**src/rtl/music_tone_seq_if.sv**
```systemverilog
// Note-player bus: one note per valid/ready handshake plus the speaker-side
// status outputs. The master side is the song sequencer, the slave side is
// the tone player.
interface music_tone_seq_if #(
    parameter int DIV_WIDTH = 16,
    parameter int DUR_WIDTH = 24
) ();

    logic [DIV_WIDTH-1:0] note_div;    // half-period in clk cycles, 0 = rest
    logic [DUR_WIDTH-1:0] note_dur;    // note length in clk cycles, 0 = drop
    logic                 note_valid;
    logic                 note_ready;
    logic                 mute;
    logic                 speaker;
    logic                 busy;
    logic                 note_done;

    modport master (
        output note_div,
        output note_dur,
        output note_valid,
        output mute,
        input  note_ready,
        input  speaker,
        input  busy,
        input  note_done
    );

    modport slave (
        input  note_div,
        input  note_dur,
        input  note_valid,
        input  mute,
        output note_ready,
        output speaker,
        output busy,
        output note_done
    );

endinterface

```
**src/rtl/music_tone_seq.sv**
```systemverilog
// Square-wave note player. Each accepted note runs a half-period divider and
// a duration counter; the speaker output toggles every note_div cycles for
// exactly note_dur cycles, then note_done pulses for one cycle. A note
// offered during the final cycle of the current one is taken at that same
// edge, so back-to-back notes play without an idle gap.
module music_tone_seq #(
    parameter int DIV_WIDTH = 16,
    parameter int DUR_WIDTH = 24
) (
    input  logic            clk,
    input  logic            rst,
    music_tone_seq_if.slave bus
);

    localparam logic [0:0] ST_IDLE = 1'b0;
    localparam logic [0:0] ST_PLAY = 1'b1;

    localparam logic [DIV_WIDTH-1:0] DIV_ZERO = '0;
    localparam logic [DIV_WIDTH-1:0] DIV_ONE  = DIV_WIDTH'(1);
    localparam logic [DUR_WIDTH-1:0] DUR_ZERO = '0;
    localparam logic [DUR_WIDTH-1:0] DUR_ONE  = DUR_WIDTH'(1);

    // registered state
    logic [0:0]           state_q,     state_d;
    logic [DIV_WIDTH-1:0] div_cnt_q,   div_cnt_d;
    logic [DUR_WIDTH-1:0] dur_cnt_q,   dur_cnt_d;
    logic [DIV_WIDTH-1:0] div_reg_q,   div_reg_d;
    logic                 tone_q,      tone_d;
    logic                 speaker_q,   speaker_d;
    logic                 note_done_q, note_done_d;

    // handshake helpers
    logic last_cycle;
    logic note_ready;
    logic accept;
    logic accept_play;
    logic accept_drop;

    // Handshake decode: ready depends on state only, so a sequencer may
    // legally wait for ready before raising valid without a comb loop.
    always_comb begin
        last_cycle  = (state_q == ST_PLAY) && (dur_cnt_q == DUR_ONE);
        note_ready  = (state_q == ST_IDLE) || last_cycle;
        accept      = bus.note_valid && note_ready;
        accept_play = accept && (bus.note_dur != DUR_ZERO);
        accept_drop = accept && (bus.note_dur == DUR_ZERO);
    end

    // Next-state: advance the playing note, then let an accepted note
    // override the counters (covers both IDLE start and gapless reload).
    always_comb begin
        state_d     = state_q;
        div_cnt_d   = div_cnt_q;
        dur_cnt_d   = dur_cnt_q;
        div_reg_d   = div_reg_q;
        tone_d      = tone_q;
        note_done_d = 1'b0;

        if (state_q == ST_PLAY) begin
            // Duration runs down to 1; the cycle at 1 is the last one, so
            // the counter never reaches 0 while playing.
            dur_cnt_d = dur_cnt_q - DUR_ONE;

            if (div_reg_q != DIV_ZERO) begin
                // Reload at 0 rather than wrapping: the half-period is
                // exactly div_reg cycles between toggles.
                if (div_cnt_q == DIV_ZERO) begin
                    div_cnt_d = div_reg_q - DIV_ONE;
                    tone_d    = ~tone_q;
                end else begin
                    div_cnt_d = div_cnt_q - DIV_ONE;
                end
            end else begin
                // Rest: silent for the whole duration.
                tone_d = 1'b0;
            end

            if (last_cycle) begin
                // End of note: pulse done and park the tone low so the
                // speaker is silent in IDLE or at the start of the next note.
                note_done_d = 1'b1;
                tone_d      = 1'b0;
                state_d     = ST_IDLE;
            end
        end

        if (accept_play) begin
            // Starting with div_cnt = div-1 places the first toggle exactly
            // div edges after the accept edge.
            state_d   = ST_PLAY;
            div_cnt_d = bus.note_div - DIV_ONE;
            dur_cnt_d = bus.note_dur;
            div_reg_d = bus.note_div;
            tone_d    = 1'b0;
        end else if (accept_drop) begin
            // Zero-length note is consumed and reported as finished at once;
            // the state has already been resolved above.
            note_done_d = 1'b1;
        end

        // Output follows the next tone so the pin changes on the same edge
        // as the tone; mute is sampled at that edge.
        speaker_d = tone_d & ~bus.mute;
    end

    // State registers; reset aborts any note without a done pulse.
    always_ff @(posedge clk or posedge rst) begin
        if (rst) begin
            state_q     <= ST_IDLE;
            div_cnt_q   <= '0;
            dur_cnt_q   <= '0;
            div_reg_q   <= '0;
            tone_q      <= 1'b0;
            speaker_q   <= 1'b0;
            note_done_q <= 1'b0;
        end else begin
            state_q     <= state_d;
            div_cnt_q   <= div_cnt_d;
            dur_cnt_q   <= dur_cnt_d;
            div_reg_q   <= div_reg_d;
            tone_q      <= tone_d;
            speaker_q   <= speaker_d;
            note_done_q <= note_done_d;
        end
    end

    assign bus.note_ready = note_ready;
    assign bus.speaker    = speaker_q;
    assign bus.busy       = (state_q == ST_PLAY);
    assign bus.note_done  = note_done_q;

endmodule

```
**src/flat_wrapper.sv**
```systemverilog
// flat-port wrapper written by rule: the top's interface ports become plain ports
module music_tone_seq_flat 
#(
    parameter int DIV_WIDTH = 16,
    parameter int DUR_WIDTH = 24
)
  (clk, rst, bus_note_div, bus_note_dur, bus_note_valid, bus_mute, bus_note_ready, bus_speaker, bus_busy, bus_note_done);
  music_tone_seq_if #(.DIV_WIDTH(DIV_WIDTH), .DUR_WIDTH(DUR_WIDTH)) bus_i ();
  input  logic clk;
  input  logic rst;
  input wire logic [$bits(bus_i.note_div)-1:0] bus_note_div;
  input wire logic [$bits(bus_i.note_dur)-1:0] bus_note_dur;
  input wire logic [$bits(bus_i.note_valid)-1:0] bus_note_valid;
  input wire logic [$bits(bus_i.mute)-1:0] bus_mute;
  output wire logic [$bits(bus_i.note_ready)-1:0] bus_note_ready;
  output wire logic [$bits(bus_i.speaker)-1:0] bus_speaker;
  output wire logic [$bits(bus_i.busy)-1:0] bus_busy;
  output wire logic [$bits(bus_i.note_done)-1:0] bus_note_done;
  assign bus_i.note_div = bus_note_div;
  assign bus_i.note_dur = bus_note_dur;
  assign bus_i.note_valid = bus_note_valid;
  assign bus_i.mute = bus_mute;
  assign bus_note_ready = bus_i.note_ready;
  assign bus_speaker = bus_i.speaker;
  assign bus_busy = bus_i.busy;
  assign bus_note_done = bus_i.note_done;
  music_tone_seq #(.DIV_WIDTH(DIV_WIDTH), .DUR_WIDTH(DUR_WIDTH)) u_core (.clk(clk), .rst(rst), .bus(bus_i));
endmodule
```
**config.mk**
```make
export PLATFORM = sky130hd
export DESIGN_NAME = music_tone_seq_flat
export DESIGN_NICKNAME = d
export VERILOG_FILES = /design/src/rtl/music_tone_seq_if.sv /design/src/rtl/music_tone_seq.sv /design/src/flat_wrapper.sv
export SDC_FILE = /design/constraint.sdc
export NUM_CORES = 1
export LEC_CHECK = 0
export CAP_MARGIN = 20
export CORE_UTILIZATION = 60
export CTS_BUF_LIST = sky130_fd_sc_hd__clkbuf_2 sky130_fd_sc_hd__clkbuf_4 sky130_fd_sc_hd__clkbuf_8
export CTS_CLUSTER_SIZE = 14
export DETAILED_ROUTE_END_ITERATION = 8
export GPL_TIMING_DRIVEN = 0
export PLACE_DENSITY = 0.88
export SYNTH_ARGS = -nofsm -noshare
export SYNTH_HDL_FRONTEND = slang
export SYNTH_SLANG_ARGS = --single-unit
```
**constraint.sdc**
```tcl
create_clock -name clk -period 5.01 [get_ports clk]
set_input_delay 0.7515 -clock clk [delete_from_list [all_inputs] [get_ports clk]]
set_output_delay 0.7515 -clock clk [all_outputs]
set_load 0.05 [all_outputs]
```
==> flow_summary.json <==
{
  "required_ns": 5.24,
  "drv_slew": 0,
  "num-fill-cells": 416,
  "clk_latency_ns": 0.36,
  "via_per_inst": 6.25,
  "syn2layout_area_growth_pct": 21.1,
  "synth_top_cell_area_share": 0.400,
  "hold_path_class": "flop to flop",
  "yosys_register_bits": 60,
  "ioPinCount": 48,
  "status": "complete, no violations",
  "timing.critical_path.arrival_ns": 4.86,
  "rsz0062_at_grt": "no",
  "layout-drive-gt1-share": 0.0788,
  "async_reset_ff_frac": 1.00,
  "grt_remaining_overflow": 0,
  "synth_top_family_by_area": "simple AND/OR/NAND/NOR gates",
  "start_util": 0.627,
  "ir_worst_vdd_mv": 0.188,
  "skew_ns": 0.00994,
  "cts_htree_levels": 3,
  "leakage_uw": 0.00184,
  "synthAdderAreaFrac": 0.0100,
  "cap_violations": 0,
  "power.total_uw": 1010,
  "n_antenna_cell": 0,
  "synth_area_leaders": "dfrtp_1, nand2_1, xor2_1, xnor2_1, nor2_1",
  "grt_max_degree": 40,
  "clock_sinks": 60,
  "clockRootBuffer": "clkbuf_8",
  "min_path_cells": 2,
  "tightest_slew_ns": 0.750,
  "syn_inst": 457,
  "dp_hpwl_mm": 7.49,
  "synth_nets": 504,
  "ff2ff_path_depth": 16,
  "vias": 3717,
  "critPathKind": "input pin to flop",
  "drcViolationCount": 0,
  "yosysTopAreaCell": "dfrtp_1",
  "place_congestion": 0.985,
  "synth_seq_area_share": 0.400,
  "synth_area_per_cell_sq_um": 8.22,
  "antenna_left": 0,
  "die_h_microns": 81.1,
  "wl_per_cell_microns": 17.5,
  "crit_fanout": 10,
  "port_buffers": 47,
  "clkTransAtPathRegs_ns": 0.07,
  "antenna_found_initial": 0,
  "fin_crit_sh": 0.925,
  "firstDrtPassIters": 5,
  "fin_area_sq_mm": 0.00455,
  "dpl_cell_area_sq_mm": 0.00434,
  "dp_slack_ns": -0.0964,
  "synth_edf_count": 0,
  "yosys.area_share.simple": 0.286,
  "synth.cell_area_sq_mm": 0.00375,
  "setup_violations": 0,
  "synth_ff_type": "dfrtp_1",
  "critPathLaunchType": "input pin",
  "synth_compound_area_frac": 0.170,
  "row_count": 28,
  "grt_pass1_wl_mm": 16.8,
  "synth_mux_area_frac": 0.0167,
  "die_area_sq_mm": 0.00658,
  "layout_setup_ws_ns": 0.375,
  "cts_setup_buffers": 0,
  "critPathCaptureType": "flop",
  "coreArea_sq_mm": 0.00599,
  "slew-limit-headroom": 0.496,
  "hold_viol_final": 0,
  "drtIter0Drc": 287,
  "min_period_ns": 4.63,
  "fin_nets": 562,
  "synth_xor_xnor_area_share": 0.0863,
  "fp.dieW_microns": 81.1,
  "cts_tree": "built",
  "cts-buffers-inserted": 9,
  "p_per_area_mw_per_mm2": 221,
  "grt_pass1_vias": 3587,
  "synth_cell_type_count": 50,
  "track_usage": 0.347,
  "finalWirelength_mm": 10.4,
  "cts_buffer_depth": 2,
  "yosys_warnings": 0,
  "max_freq_mhz": 216
}
[layout make-up]
class | instances | area (sq um) | area share
tap | 75 | 93.8 | 0.0206
buffer | 17 | 96.3 | 0.0212
clock inverter | 4 | 47.5 | 0.0105
clock buffer | 12 | 159 | 0.0349
timing repair buffer | 48 | 490 | 0.108
multi-input combinational | 374 | 2140 | 0.471
inverter | 5 | 18.8 | 0.00413
sequential | 60 | 1500 | 0.330
[sequential cells by signal, indices dropped and copies added, names as in the netlist]
register	count
u_core.bus.busy	1
u_core.bus.note_done	1
u_core.bus.speaker	1
u_core.div_cnt_q	16
u_core.div_reg_q	16
u_core.dur_cnt_q	24
u_core.tone_q	1
[synthesized netlist by cell type (all sizes together) (3+ instances only)]
cell	instances
nor2	35
a31oi	6
a211oi	6
and3	3
nor2b	3
inv	5
o22ai	4
nor4	21
a22oi	5
clkbuf	5
o31a	3
nand2	105
a21oi	26
mux2i	4
o21ai	42
nand3	9
nor3	21
xor2	19
ha	3
or3	6
dfrtp	60
xnor2	18
or4	5
o221ai	3
nand2b	6
buf	13
[placed cells by master (no fill, tap or decap), types with 4 or more instances in the layout]
| cell type | n |
|---|---|
| a21oi_1 | 26 |
| a22oi_1 | 5 |
| nor2_1 | 35 |
| buf_2 | 8 |
| mux2i_1 | 4 |
| clkdlybuf4s50_1 | 47 |
| nor4_1 | 18 |
| nand3_1 | 7 |
| o21ai_0 | 21 |
| or3_1 | 6 |
| buf_4 | 4 |
| clkbuf_8 | 11 |
| clkbuf_1 | 4 |
| o22ai_1 | 4 |
| nand2_1 | 104 |
| or4_1 | 5 |
| xnor2_1 | 18 |
| nand2b_1 | 6 |
| inv_1 | 4 |
| a211oi_1 | 6 |
| xor2_1 | 19 |
| o21ai_1 | 21 |
| dfrtp_1 | 60 |
| nor3_1 | 21 |
| a31oi_1 | 6 |
[report_power, final]
part | leakage (uW) | internal (uW) | switching (uW)
Clock | 0.000106 | 260 | 198
Sequential | 0.000689 | 484 | 0
Combinational | 0.00105 | 35.7 | 28.0
Total | 0.00184 | 781 | 226
[timing repair]
action,CTS,global route
endpoints found under the setup margin,0,3
gates resized for setup,0,1
hold buffers,0,0
[worst max-delay path: stages]
cell and delay, ns:
clkdlybuf4s50_1 0.44, nor4_1 0.52, nand4_1 0.24, o21ai_0 0.27
and2b_1 0.27, buf_4 0.19, buf_4 0.18, buf_4 0.20
a21oi_1 0.16, ha_1 0.28, nor3b_2 0.31, nand3_1 0.11
a211oi_1 0.39, nand2_1 0.12, mux2i_1 0.18, xor2_1 0.16
a21oi_1 0.08
[through the flow]
stage / hold slack, ns / cells / TNS (ns) / util
global placement: 0.492 / 579 / 0 / 0.721
global route: 0.553 / 595 / 0 / 0.759
finish: 0.520 / 595 / 0 / 0.759
floorplan: 0.464 / 457 / 0 / -
detailed placement: 0.500 / 580 / -0.0964 / 0.724
CTS: 0.520 / 596 / 0 / 0.759
[worst paths after layout]
path                                          start              endpoint  slack [ns]
worst max-delay path                bus_note_dur[0]  u_core.div_cnt_q[12]        0.38
worst min-delay path            u_core.div_reg_q[0]   u_core.div_reg_q[0]        0.52
worst max register to register  u_core.dur_cnt_q[4]  u_core.div_cnt_q[12]        0.80
worst min register to register  u_core.div_reg_q[0]   u_core.div_reg_q[0]        0.52
max in group asynchronous                       rst  u_core.dur_cnt_q[15]        3.70
min in group asynchronous                       rst   u_core.dur_cnt_q[6]        0.74
[per-layer routing]
metal  GRT usage  vias up  wire [microns]
li1            -     1743               -
met1       0.428     1741            4270
met2       0.576      203            5020
met3      0.0719       30             824
met4       0.175        0             282
met5           0        -               0
[cells by family (layout without fill, tap and decap cells)]
logic type	Yosys count	count (layout)
xor+xnor	37	37
buf+inv	23	86
simple gates	223	223
compound gates	105	105
mux	6	6
fa+ha+maj	3	3
flops	60	60
(Power assumes the default switching activity.)
==> edit 1 (same flow settings) <==
`DIV_WIDTH` is set to 16 in 3 places; all go to 14.
--- a/src/rtl/music_tone_seq_if.sv
+++ b/src/rtl/music_tone_seq_if.sv
@@ -2,7 +2,7 @@
 // status outputs. The master side is the song sequencer, the slave side is
 // the tone player.
 interface music_tone_seq_if #(
-    parameter int DIV_WIDTH = 16,
+    parameter int DIV_WIDTH = 14,
     parameter int DUR_WIDTH = 24
 ) ();
 
--- a/src/rtl/music_tone_seq.sv
+++ b/src/rtl/music_tone_seq.sv
@@ -4,7 +4,7 @@
 // offered during the final cycle of the current one is taken at that same
 // edge, so back-to-back notes play without an idle gap.
 module music_tone_seq #(
-    parameter int DIV_WIDTH = 16,
+    parameter int DIV_WIDTH = 14,
     parameter int DUR_WIDTH = 24
 ) (
     input  logic            clk,
--- a/src/flat_wrapper.sv
+++ b/src/flat_wrapper.sv
@@ -1,7 +1,7 @@
 // flat-port wrapper written by rule: the top's interface ports become plain ports
 module music_tone_seq_flat 
 #(
-    parameter int DIV_WIDTH = 16,
+    parameter int DIV_WIDTH = 14,
     parameter int DUR_WIDTH = 24
 )
   (clk, rst, bus_note_div, bus_note_dur, bus_note_valid, bus_mute, bus_note_ready, bus_speaker, bus_busy, bus_note_done);
Ports: changed (resized bus_note_div); port bits go from 48 to 46. No check against the original RTL was run, so the function may have changed too.
==> edit 1 against the original RTL <==
Sequential cell count decreased by 4. Worst setup slack got worse by 0.21 ns. Final cell count decreased by 6.2%. Synthesized area decreased by 3.6%. Global-route usage increased by 2.2 points. Largest cell class unchanged. Design area decreased by 6.1%. Register-to-register slack got worse by 0.06 ns. Wire length increased by 4.9%. Core utilization decreased by 0.70 points.
Power is not compared: it rests on default switching activity, and its combinational part moved more than twofold at a synthesized area within 25%.
==> edit 1: results <==
clocking:
  clock_tree.htree_level_count: 2
synth:
  yosys.area_share.adder_pct: 1.04
  synth.distinct_cells: 60
  mappedNetlistNets: 480
  postSynthAreaPerCell_sq_um: 8.32
  synth_top_cells_by_count: "sky130_fd_sc_hd__nand2_1, sky130_fd_sc_hd__dfrtp_1, sky130_fd_sc_hd__nor2_1, sky130_fd_sc_hd__a21oi_1, sky130_fd_sc_hd__nor3_1"
worst_setup_path:
  register_to_register_setup_slack_ns: 0.74
  reg2reg_to: "u_core.div_cnt_q[8]"
  rr_startpoint: "u_core.dur_cnt_q[16]"
timing:
  finClkSkew_ns: 0.00915
  slew_headroom_pct: 35.5
placement:
  dpl-instance-area_sq_mm: 0.00418
  preCtsSetupSlack_ns: -0.555
global_routing:
  grt_first_pass_wirelength_um: 18000
  vias_in_the_first_global_route: 3653
final_layout:
  fin_util_pct: 75.2
  fin_nets: 533
run_status:
  outcome: "finished, final reports clean"
detailed_routing:
  route.detailed.vias_per_inst: 6.98
  drt_pass1_iterations: 6
  routed_wirelength_um: 10900
  met1Wirelength_um: 4550
  drtIter0Drc: 482
  met3WireLength_um: 1060
hold_path:
  hold_end: "u_core.tone_q"
  holdCritStartpoint: "u_core.tone_q"
-- edit 1: changes by cell type in the layout (fill, tap and decap cells not counted), sizes merged, moves of 5 or more --
cell,change
nand2,-31
o21ai,-19
xor2,-15
a21oi,+9
buf,-8
nor4,-7
o221a,+7
clkbuf,+6
a211o,+5
nand2b,-5
nor3,+5
nor3b,+5
o211ai,+5
xnor2,-5
-- edit 1: layout make-up --
type / count / share of cell area [%]
Tap cell: 72 / 2.11
Buffer: 22 / 2.17
Clock buffer: 5 / 1.61
Timing Repair Buffer: 46 / 11.0
Multi-Input combinational cell: 349 / 49.5
Inverter: 8 / 0.704
Sequential cell: 56 / 32.8
-- edit 1: routing by layer --
metal  up-vias  GRT usage, %
met3        48          6.51
met2       247          56.5
met4         0          15.1
li1       1718             -
met1      1880          51.4
met5         -             0
-- edit 1: kinds of logic (layout without fill, tap and decap cells) --
family	count (synthesis)	after routing
xor+xnor	17	17
simple gates	201	201
fa+ha+maj	3	3
mux	3	3
flops	56	56
compound gates	125	125
buf+inv	30	81
==> edit 2 (config.mk and constraints unchanged) <==
Without the edit above. Make the reset (`rst`) synchronous in one clocked block.
--- a/src/rtl/music_tone_seq.sv
+++ b/src/rtl/music_tone_seq.sv
@@ -104,7 +104,7 @@
     end
 
     // State registers; reset aborts any note without a done pulse.
-    always_ff @(posedge clk or posedge rst) begin
+    always_ff @(posedge clk) begin
         if (rst) begin
             state_q     <= ST_IDLE;
             div_cnt_q   <= '0;
Function: differs if rst is asserted again (counterexample within 4 cycles, from zero or initial values and one cycle with rst high); with rst held inactive, the same outputs for 10 cycles.
==> edit 2 against the original RTL <==
Sequential cell count is the same. Critical path type is now reg -> reg. Synthesized area grew 0.53%. Design area grew 0.63%. First-iteration DRC count grew to 2.6 times the old value. Wire length grew 33%. Worst setup slack lost 0.20 ns.
Power is not compared: it rests on default switching activity, and its combinational part moved more than twofold at a synthesized area within 25%.
==> edit 2: results <==
worst_setup_path:
  critical_path_arrival_ns: 5.09
  critPathSlowestCell: "sky130_fd_sc_hd__or3b_2"
  cp-startpoint: "u_core.dur_cnt_q[0]"
  path_max_fanout: 19
  critical_path.max_stage_delay_ns: 0.48
final_layout:
  num-fill-cells: 458
  final_layout_size_suffix_gt1_share_pct: 6.88
  max_flop_register: "u_core.dur_cnt_q"
  antenna_diode_instance_count: 0
  fin_nets: 623
synth:
  syn-instance-count: 518
  synth_area_leaders: "sky130_fd_sc_hd__dfxtp_1, sky130_fd_sc_hd__a21oi_1, sky130_fd_sc_hd__nor2_1, sky130_fd_sc_hd__nand2_1, sky130_fd_sc_hd__a211oi_1"
  synth_top_cells_by_count: "sky130_fd_sc_hd__dfxtp_1, sky130_fd_sc_hd__nor2_1, sky130_fd_sc_hd__a21oi_1, sky130_fd_sc_hd__nand2_1"
  mappedNetlistNets: 565
  synth.yosys.warnings: 0
  synth_async_sr_flop_share_pct: 0
  synth.distinct_cells: 57
  synth.yosys.seq_area_share_pct: 31.8
detailed_routing:
  drt_pass1_iterations: 6
  avgRoutedWirePerCell_um: 21.0
  drtIter0Drc: 743
  detailroute.via_count: 4722
  routed_wirelength_um: 13800
pwr:
  static-leakage-power_nw: 1.56
  combinational_power_w: 0.000488
  power.internal_w: 0.000978
  irDropWorstVdd_uv: 240
  power.sequential.total_w: 0.000590
clocking:
  numCtsBuffers: 9
  clock_tree.htree_level_count: 3
  clk_latency_ns: 0.35
  max-clock-path-buffers: 2
global_routing:
  grt_first_pass_wirelength_um: 20900
  vias_in_the_first_global_route: 4154
  grt_antenna_before_repair: 0
  largest_net_degree_at_the_start_of_global_routing: 20
  total_track_usage_pct: 42.3
placement:
  preCtsSetupSlack_ns: -0.878
  dpl.hpwl_um: 9690
  numPlacedInstances: 639
  io_buffer_count: 46
  dpl-instance-area_sq_mm: 0.00433
  routabilityCongestion: 1.03
hold_path:
  holdCritStartpoint: "u_core.div_reg_q[12]"
  worstHoldPathType: "reg -> reg"
run_status:
  outcome: "finished, final reports clean"
timing:
  slew_headroom_pct: 45.1
  finClkSkew_ns: 0.0131
## edit 2: path summary, 6_finish.rpt
kind                                        endpoint  slack (ns)  depth (start not counted)
worst max-delay path            u_core.div_cnt_q[12]        0.18                         16
worst min-delay path            u_core.div_reg_q[12]        0.49                          2
worst max register to register  u_core.div_cnt_q[12]        0.18                         16
worst min register to register  u_core.div_reg_q[12]        0.49                          2
## edit 2: timing repair
action	in CTS	in global routing
buffers inserted	1	1
endpoints found under the setup margin	4	2
pin swaps	1	1
gates resized for setup	5	7
## edit 2: routing by layer
layer	part of all wire (%)	GRT usage [%]	vias up
met5	0	0	-
li1	-	-	2078
met3	15	12.5	69
met4	3.7	18.2	0
met2	42	62.1	420
met1	39	56.9	2155
## edit 2: cell type report
| type | count | area, sq um | share of cell area (%) |
|---|---|---|---|
| Buffer | 30 | 126 | 2.76 |
| Clock buffer | 12 | 159 | 3.47 |
| Clock inverter | 4 | 47.5 | 1.04 |
| Inverter | 11 | 41.3 | 0.902 |
| Multi-Input combinational cell | 416 | 2430 | 53.1 |
| Sequential cell | 60 | 1200 | 26.3 |
| Tap cell | 75 | 93.8 | 2.05 |
| Timing Repair Buffer | 48 | 475 | 10.4 |
## edit 2: worst max-delay path: cells and delay by family (launching register included)
kind                     cells  cell delay, ns
AND/OR/NAND/NOR              9            2.33
flip-flops                   1            0.42
adder cells (fa/ha/maj)      2            0.45
buffers and inverters        2            0.78
AO/OA/AOI/OAI                3            0.75
## edit 2: logic make-up after synthesis
logic type               synth area share (%)
AND/OR/NAND/NOR                          30.9
AO/OA/AOI/OAI                            29.2
flip-flops                               31.8
buffers and inverters                    4.34
XOR/XNOR                                 2.78
adder cells (fa/ha/maj)                 0.994
